==> config.mk <==
export PLATFORM = sky130hd
export DESIGN_NAME = i2c_slave
export DESIGN_NICKNAME = d
export VERILOG_FILES = /design/src/rtl/i2c_slave.sv
export SDC_FILE = /design/constraint.sdc
export NUM_CORES = 1
export LEC_CHECK = 0
export CORE_ASPECT_RATIO = 0.9
export CORE_MARGIN = 2
export CORE_UTILIZATION = 45
export CTS_CLUSTER_DIAMETER = 100
export CTS_CLUSTER_SIZE = 24
export DETAILED_ROUTE_END_ITERATION = 10
export DONT_BUFFER_PORTS = 1
export PLACE_DENSITY = 0.73
export SLEW_MARGIN = 25
export SYNTH_ARGS = -nofsm -noshare
export SYNTH_HDL_FRONTEND = slang
export SYNTH_SLANG_ARGS = --single-unit
==> constraint.sdc <==
create_clock -name clk_i -period 1.8 [get_ports clk_i]
set_input_delay 0.45 -clock clk_i [delete_from_list [all_inputs] [get_ports clk_i]]
set_output_delay 0.45 -clock clk_i [all_outputs]
set_load 0.01 [all_outputs]
==> src/rtl/i2c_slave.sv <==
// i2c_slave: single-address I2C target bridging open-drain SCL/SDA pads to a parallel byte interface.
// Latency: pad edge to internal strobe 3 clk_i (+2 with I2C_SLAVE_GLITCH_FILTER_EN); sda_oe_o moves 1 clk_i after scl_fall.
// Backpressure: none; the bus master paces transfers, data_i must be valid by the SCL fall following rd_req_o.
// Optional build macro: I2C_SLAVE_GLITCH_FILTER_EN adds a 3-sample persistence filter behind each synchroniser.
module i2c_slave #(
    parameter logic [6:0] SLAVE_ADDR = 7'h42
) (
    input  logic       clk_i,
    input  logic       rst_i,
    input  logic       scl_i,
    input  logic       sda_i,
    output logic       sda_oe_o,
    input  logic [7:0] data_i,
    output logic [7:0] data_o,
    output logic       wr_valid_o,
    output logic       rd_req_o,
    output logic       busy_o
);

    typedef enum logic [2:0] {
        S_IDLE,
        S_ADDR,
        S_ADDR_ACK,
        S_WR_DATA,
        S_WR_ACK,
        S_RD_DATA,
        S_RD_ACK,
        S_IGNORE
    } state_t;

    // ------------------------------------------------------------------
    // Input conditioning
    // ------------------------------------------------------------------
    logic [1:0] scl_sync_q;
    logic [1:0] sda_sync_q;
    logic       scl_c;
    logic       sda_c;
    logic       scl_prev_q;
    logic       sda_prev_q;

    // Two-flop synchronisers. Deliberately unreset: they always track the pads,
    // so a reset in the middle of a transfer can never fabricate a START edge.
    always_ff @(posedge clk_i) begin
        scl_sync_q <= {scl_sync_q[0], scl_i};
        sda_sync_q <= {sda_sync_q[0], sda_i};
    end

`ifdef I2C_SLAVE_GLITCH_FILTER_EN
    logic [1:0] scl_hist_q;
    logic [1:0] sda_hist_q;
    logic       scl_flt_q;
    logic       sda_flt_q;
    logic       scl_flt_d;
    logic       sda_flt_d;

    // Accept a new level only when the current and two previous samples agree.
    always_comb begin
        scl_flt_d = scl_flt_q;
        sda_flt_d = sda_flt_q;
        if (scl_hist_q == {2{scl_sync_q[1]}}) begin
            scl_flt_d = scl_sync_q[1];
        end
        if (sda_hist_q == {2{sda_sync_q[1]}}) begin
            sda_flt_d = sda_sync_q[1];
        end
    end

    // Sample history and held filter level (unreset for the same reason as the synchronisers).
    always_ff @(posedge clk_i) begin
        scl_hist_q <= {scl_hist_q[0], scl_sync_q[1]};
        sda_hist_q <= {sda_hist_q[0], sda_sync_q[1]};
        scl_flt_q  <= scl_flt_d;
        sda_flt_q  <= sda_flt_d;
    end

    assign scl_c = scl_flt_d;
    assign sda_c = sda_flt_d;
`else
    assign scl_c = scl_sync_q[1];
    assign sda_c = sda_sync_q[1];
`endif

    // Previous conditioned levels for edge and bus-condition detection.
    always_ff @(posedge clk_i) begin
        scl_prev_q <= scl_c;
        sda_prev_q <= sda_c;
    end

    logic scl_rise;
    logic scl_fall;
    logic start_det;
    logic stop_det;

    assign scl_rise  = scl_c & ~scl_prev_q;
    assign scl_fall  = ~scl_c & scl_prev_q;
    // SDA moving while SCL is steadily high is a bus condition, never data.
    assign start_det = scl_c & scl_prev_q & sda_prev_q & ~sda_c;
    assign stop_det  = scl_c & scl_prev_q & ~sda_prev_q & sda_c;

    // ------------------------------------------------------------------
    // Protocol FSM
    // ------------------------------------------------------------------
    state_t     state_q;
    logic [7:0] shift_q;
    logic [2:0] cnt_q;
    logic       done_q;     // terminal flag: 8 bits taken (or read ACK sampled)
    logic       rw_q;
    logic       sda_oe_q;
    logic       busy_q;
    logic       wr_valid_q;
    logic       rd_req_q;
    logic [7:0] data_q;

    // Single FSM with registered outputs; START/STOP override any SCL edge.
    always_ff @(posedge clk_i) begin
        if (rst_i) begin
            state_q    <= S_IDLE;
            shift_q    <= 8'h00;
            cnt_q      <= 3'd0;
            done_q     <= 1'b0;
            rw_q       <= 1'b0;
            sda_oe_q   <= 1'b0;
            busy_q     <= 1'b0;
            wr_valid_q <= 1'b0;
            rd_req_q   <= 1'b0;
            data_q     <= 8'h00;
        end else begin
            wr_valid_q <= 1'b0;
            rd_req_q   <= 1'b0;
            if (start_det) begin
                state_q  <= S_ADDR;
                cnt_q    <= 3'd0;
                done_q   <= 1'b0;
                sda_oe_q <= 1'b0;
            end else if (stop_det) begin
                state_q  <= S_IDLE;
                cnt_q    <= 3'd0;
                done_q   <= 1'b0;
                sda_oe_q <= 1'b0;
                busy_q   <= 1'b0;
            end else begin
                unique case (state_q)
                    S_IDLE, S_IGNORE: begin
                        sda_oe_q <= 1'b0;
                    end
                    S_ADDR: begin
                        if (scl_rise && !done_q) begin
                            shift_q <= {shift_q[6:0], sda_c};
                            cnt_q   <= cnt_q + 3'd1;
                            if (cnt_q == 3'd7) begin
                                done_q <= 1'b1;
                            end
                        end else if (scl_fall && done_q) begin
                            cnt_q  <= 3'd0;
                            done_q <= 1'b0;
                            rw_q   <= shift_q[0];
                            if (shift_q[7:1] == SLAVE_ADDR) begin
                                sda_oe_q <= 1'b1;
                                busy_q   <= 1'b1;
                                rd_req_q <= shift_q[0];
                                state_q  <= S_ADDR_ACK;
                            end else begin
                                busy_q  <= 1'b0;
                                state_q <= S_IGNORE;
                            end
                        end
                    end
                    S_ADDR_ACK: begin
                        if (scl_fall) begin
                            cnt_q <= 3'd0;
                            if (rw_q) begin
                                shift_q  <= data_i;
                                sda_oe_q <= ~data_i[7];
                                state_q  <= S_RD_DATA;
                            end else begin
                                sda_oe_q <= 1'b0;
                                state_q  <= S_WR_DATA;
                            end
                        end
                    end
                    S_WR_DATA: begin
                        if (scl_rise && !done_q) begin
                            shift_q <= {shift_q[6:0], sda_c};
                            cnt_q   <= cnt_q + 3'd1;
                            if (cnt_q == 3'd7) begin
                                done_q     <= 1'b1;
                                data_q     <= {shift_q[6:0], sda_c};
                                wr_valid_q <= 1'b1;
                            end
                        end else if (scl_fall && done_q) begin
                            cnt_q    <= 3'd0;
                            done_q   <= 1'b0;
                            sda_oe_q <= 1'b1;
                            state_q  <= S_WR_ACK;
                        end
                    end
                    S_WR_ACK: begin
                        if (scl_fall) begin
                            sda_oe_q <= 1'b0;
                            state_q  <= S_WR_DATA;
                        end
                    end
                    S_RD_DATA: begin
                        // The MSB went out on entry; each fall launches the next bit,
                        // the eighth fall ends the byte and hands SDA to the master.
                        if (scl_fall) begin
                            if (cnt_q == 3'd7) begin
                                cnt_q    <= 3'd0;
                                done_q   <= 1'b0;
                                sda_oe_q <= 1'b0;
                                rd_req_q <= 1'b1;
                                state_q  <= S_RD_ACK;
                            end else begin
                                shift_q  <= {shift_q[6:0], 1'b0};
                                sda_oe_q <= ~shift_q[6];
                                cnt_q    <= cnt_q + 3'd1;
                            end
                        end
                    end
                    S_RD_ACK: begin
                        if (scl_rise && !done_q) begin
                            if (sda_c) begin
                                state_q <= S_IGNORE;
                            end else begin
                                done_q <= 1'b1;
                            end
                        end else if (scl_fall && done_q) begin
                            done_q   <= 1'b0;
                            shift_q  <= data_i;
                            sda_oe_q <= ~data_i[7];
                            state_q  <= S_RD_DATA;
                        end
                    end
                    default: begin
                        state_q  <= S_IDLE;
                        sda_oe_q <= 1'b0;
                    end
                endcase
            end
        end
    end

    assign sda_oe_o   = sda_oe_q;
    assign data_o     = data_q;
    assign wr_valid_o = wr_valid_q;
    assign rd_req_o   = rd_req_q;
    assign busy_o     = busy_q;

endmodule

Word-level counts from Yosys, hierarchy flattened

Cells that the tools add are included.

Bits of input ports: 12
Register bits: 34
Output and inout port bits: 12

Bitwise logic cells: 17
Add/sub/neg operators: 1
Mux-type cells: 62
Reductions and logical operators: 24
Eq/ne operators: 39

Operators by type and width:

| kind               | number |
|---|---|
| $mux 8             | 7 |
| $mux 3             | 18 |
| $ne 4x4->1 const B | 8 |
| $pmux 8 s4         | 1 |
| $mux 1             | 31 |
| $ne 2x2->1 const B | 14 |
| $reduce_and 11->1  | 2 |
| $reduce_and 10->1  | 2 |
| $pmux 3 s6         | 1 |
| $eq 3x3->1 const B | 5 |
| $reduce_and 5->1   | 3 |
| $ne 5x5->1 const B | 2 |
| $not 1->1          | 10 |
| $ne 3x3->1 const B | 3 |
| $pmux 3 s3         | 1 |
| $reduce_and 4->1   | 2 |
| $reduce_bool 8->1  | 1 |
| $and 1x1->1        | 7 |
| $eq 7x7->1 const B | 1 |
| $pmux 1 s7         | 1 |
| $eq 3x2->1 const B | 2 |
| $reduce_bool 3->1  | 2 |
| $reduce_bool 6->1  | 1 |
| $reduce_or 5->1    | 1 |
| other kinds (14)   | 17 |

Logic depth before layout (Yosys ltp)

Word-level depth: 8
Gate-level depth with buffers: 8

Worst setup path after synthesis

Ideal clock, no wire load.

Kind: reg2reg
From: register state_q[1]
To: register shift_q[4]
Data arrival time: 1.849 ns
Setup slack: -0.128 ns
Path buffers: 2
Stages on the path, launching flop included: 8
Required time: 1.721 ns
Cell sequence: dfxtp_1 > buf_2 > nand2b_4 > or3_4 > a2111oi_4 > buf_6 > nor2_1 > a211oi_2

Cells in the longest elaborated chain, start to end: 4
Elaborated cells on any way between the ends: 16
Those cells by class: eq/ne: 12; mux: 1; reduce/logical: 3

Ends and longest elaborated chain:

| item                                                                    | RTL line | source |
|---|---|---|
| start: declaration                                                      | 103      | `state_t state_q;` |
| start signal: assignment                                                | 117      | `state_q <= S_IDLE;` |
| start signal: assignment                                                | 131      | `state_q <= S_ADDR;` |
| start signal: assignment                                                | 136      | `state_q <= S_IDLE;` |
| $eq 3x2->1 / $eq 3x1->1 (equally long branches)                         | 142      | `unique case (state_q)` |
| $reduce_or 2->1 (no source line)                                        | n/a      |  |
| $ne 2x1->1 (no source line) / $reduce_bool 4->1 (equally long branches) | n/a      |  |
| $reduce_and 10->1 (no source line)                                      | n/a      |  |
| end signal: assignment                                                  | 148      | `shift_q <= {shift_q[6:0], sda_c};` |
| end signal: assignment                                                  | 172      | `shift_q <= data_i;` |
| end signal: assignment                                                  | 183      | `shift_q <= {shift_q[6:0], sda_c};` |
| end: declaration                                                        | 104      | `logic [7:0] shift_q;` |

Several ways; a longest one is shown, not always the timed one.
A chain may end at the register's enable or synchronous reset.

Worst setup path in the final report

From: register scl_prev_q
To: register state_q[0]

Cells in the longest elaborated chain, start to end: 7
Elaborated cells on any way between the ends: 26
Those cells by class: eq/ne: 10; mux: 4; bitwise: 8; reduce/logical: 4

Ends and longest elaborated chain:

| item                     | RTL line      | source |
|---|---|---|
| start: declaration       | 38            | `logic scl_prev_q;` |
| start signal: assignment | 85            | `scl_prev_q <= scl_c;` |
| $not 1->1                | 94            | `assign scl_rise = scl_c & ~scl_prev_q;` |
| $and 1x1->1              | 94            |  |
| $logic_and 1x1->1        | 147, 182, 221 |  |
| $mux 3                   | 221           | `if (scl_rise && !done_q) begin` |
| $pmux 3 s6               | 142           |  |
| $mux 1                   | 135           | `end else if (stop_det) begin` |
| $mux 1                   | 130           | `if (start_det) begin` |
| end signal: assignment   | 131           |  |
| end signal: assignment   | 136           |  |
| end signal: assignment   | 223           | `state_q <= S_IGNORE;` |

Several ways; a longest one is shown, not always the timed one.

==> flow_summary.yaml <==
placed_design:
  dp.final_hpwl_mm: 3.40
  placedCellCount: 292
  dp_slack_ns: -0.184
  gp_congestion: 0.914
  port_buffers: 0
synthesis:
  yosys.cell_count.top_type: "dfxtp_1"
  synth_ff_type: "dfxtp_1"
  synthArstFlopShare_pct: 0
  synth_top_area_share_pct: 36.4
  ys_types: 54
  ys_top_cells_by_area: "dfxtp_1 36%, mux2i_1 10%, nor2_1 6.0%, a21oi_1 2.9%, o21ai_0 2.4%"
  synth.yosys.seq_area_share_pct: 36.4
  synth_common_cells: "34 x dfxtp_1, 30 x nor2_1, 19 x mux2i_1"
  synth_area_sq_um: 1870
  syn-mean-instance-area_sq_um: 8.87
  syn_inst: 211
  synth_area_leader_cell: "dfxtp_1"
  yosysWarnings: 0
  synth_edf_count: 0
  synth_seq_cells: 34
  syn_nets: 226
floorplan:
  fp.dieH_um: 65.2
  rows: 22
  fp.dieArea_sq_um: 4690
  start_util_pct: 46.2
  die_x_um: 72.0
  ios: 24
  coreArea_sq_um: 4050
critical_path:
  cp.depth: 6
  reg2reg_depth: 6
  worstSetupEndpointType: "flip-flop"
  cp.arrival_ns: 2.08
  worstPathCellList: "buf_4 > or3b_4 > o32ai_4 > a211oi_2 > a211o_1 > and3b_1"
  crit_required_ns: 1.99
  crit_start: "scl_prev_q"
  slowest_delay_ns: 0.45
  r2r_slack_ns: -0.09
  crit_family: "simple AND/OR/NAND/NOR gates"
  crit_end: "state_q[0]"
  worst-path-buf-inv: 1
  timing.rr.start: "scl_prev_q"
  critPathKind: "reg -> reg"
  crit_path_top_delay_cell: "or3b_4"
  path_max_fanout: 5
  startpoint_type: "flip-flop"
  worstReg2RegEnd: "state_q[0]"
final_layout:
  nNetsFinal: 273
  drive_gt1_share_pct: 43.0
  diodes: 0
  area_growth_pct: 42.5
  fill_cells: 302
  instances_no_fill: 306
detailed_routing:
  topRoutingLayerUsed: "met4"
  drt-met1-wl_mm: 2.20
  dr.pass1.iters: 4
  drt_iter0_drc: 175
  dr_wl_met2_mm: 2.50
  ant_nets: 0
  vias_per_cell: 5.71
  drc: 0
  route.met3.wl_um: 294
  finalWirelength_mm: 5.14
  wl_per_cell_um: 16.8
  vias: 1747
power_and_ir_drop:
  irDropWorstVdd_uv: 717
  power_mw: 3.08
  p_per_area_nw_per_um2: 1160
  p_leak_nw: 1.00
run:
  cap_violations: 0
clock_network:
  cts_tree: "built"
  cts_hold_buffers: 0
  clk_transition_reported_paths_ns: 0.07
  clkSinkCount: 34
  clock_latency_ns: 0.30
  cts_max_level: 2
  numCtsBuffers: 5
  root_buffer: "clkbuf_8"
  max-clock-path-buffers: 2
grt:
  overflow: 0
  antenna_found_initial: 0
  grt_pass1_vias: 1705
  grt.total_usage_pct: 22.5
  grt_pass1_wl_mm: 8.01
  grt_max_degree: 22
timing:
  setup_viol: 8
  worstMarginPinSlew_ns: 0.440
  hold_viol: 0
  fin_ws_ns: -0.0930
  min_period_ns: 1.89
  slew_headroom_pct: 70.6
  rsz0062_at_grt: "true"
  fmax_mhz: 528
  skew_ns: 0.00410
  period_share_pct: 105
  slew_viol_final: 0
status:
  status: "finished with violations"
  violations: "setup timing"
worst_hold_path:
  hp-class: "in -> reg"
## layout make-up
type                    count  area, sq um  area share [%]
clock buffers               6         82.6            3.10
flip-flops and latches     34          703            26.4
well taps                  48         60.1            2.25
clock inverters             1         30.0            1.13
repair buffers             57          483            18.1
multi-input cells         156         1290            48.5
inverters                   4         15.0           0.563
## repair_timing
item | CTS | global route
resized for setup | 27 | 31
gates cloned | 1 | 0
pin swaps | 10 | 12
setup buffers | 5 | 3
setup endpoints to repair | 22 | 20
## worst register-to-register path, delay by kind of cell, from the launching register on
kind / cells / cell delay [ns]
compound gates: 3 / 0.63
buf+inv: 1 / 0.16
simple gates: 2 / 0.63
flops: 1 / 0.36
## kinds of logic (layout without fill, tap and decap cells)
family | Yosys count | after routing | share of synthesized area, %
DFF | 34 | 34 | 36.4
buffers and inverters | 21 | 68 | 5.48
xor gates and xnor gates | 2 | 2 | 0.937
adders and majority gates | 3 | 3 | 2.01
muxes | 20 | 20 | 10.8
AOI/OAI and AO/OA | 53 | 53 | 21.0
and+or+nand+nor | 78 | 78 | 23.4
## state kept, by name, summed over array words and instances, names as in the netlist
register    count
data_o          8
shift_q         8
cnt_q           3
state_q         3
scl_sync_q      2
sda_sync_q      2
busy_o          1
done_q          1
rd_req_o        1
rw_q            1
scl_prev_q      1
sda_oe_o        1
sda_prev_q      1
wr_valid_o      1
## through the flow
| step | TNS, ns | instance area (sq um) | hold WS [ns] | util [%] |
|---|---|---|---|---|
| after floorplan | -0.230 | 1900 | 0.310 | - |
| after global placement | -1.23 | 2250 | 0.310 | 55.7 |
| after detailed placement | -1.87 | 2250 | 0.314 | 55.7 |
| after CTS | -0.564 | 2530 | 0.177 | 62.5 |
| after global routing | -1.32 | 2670 | 0.161 | 65.9 |
| final | -0.472 | 2670 | 0.171 | 65.9 |
## routing by layer
metal | up-vias | GRT usage (%)
met1 | 818 | 28.7
met5 | - | 0
met4 | 0 | 6.60
met3 | 16 | 7.06
met2 | 51 | 36.7
li1 | 862 | -
## layout by cell type (no fill, tap or decap), types with 4 or more instances in the layout
cell	n
inv_1	4
nor2_2	4
a211oi_2	8
buf_4	46
nor2_1	25
buf_6	10
dfxtp_4	6
nand3_1	4
clkbuf_8	6
nand2_1	7
mux2i_1	19
dfxtp_1	28
nand2b_1	5
a21oi_1	8
o21ai_0	5
nand3b_1	5
## worst min-delay path by stage
stage                         end  depth (start not counted)  slack (ns)           from
finish              scl_sync_q[0]                          0        0.17          scl_i
global route        sda_sync_q[0]                          0        0.16          sda_i
CTS                 sda_sync_q[0]                          0        0.18          sda_i
detailed placement  sda_sync_q[1]                          0        0.31  sda_sync_q[0]
global placement    sda_sync_q[1]                          0        0.31  sda_sync_q[0]
floorplan           scl_sync_q[1]                          0        0.31  scl_sync_q[0]
## power by group
group / internal (mW) / switching [mW] / total [mW]
Clock: 0.443 / 0.292 / 0.735
Sequential: 0.848 / 0.121 / 0.969
Combinational: 0.748 / 0.629 / 1.38
Note: power is estimated with default switching activity, not from simulation.
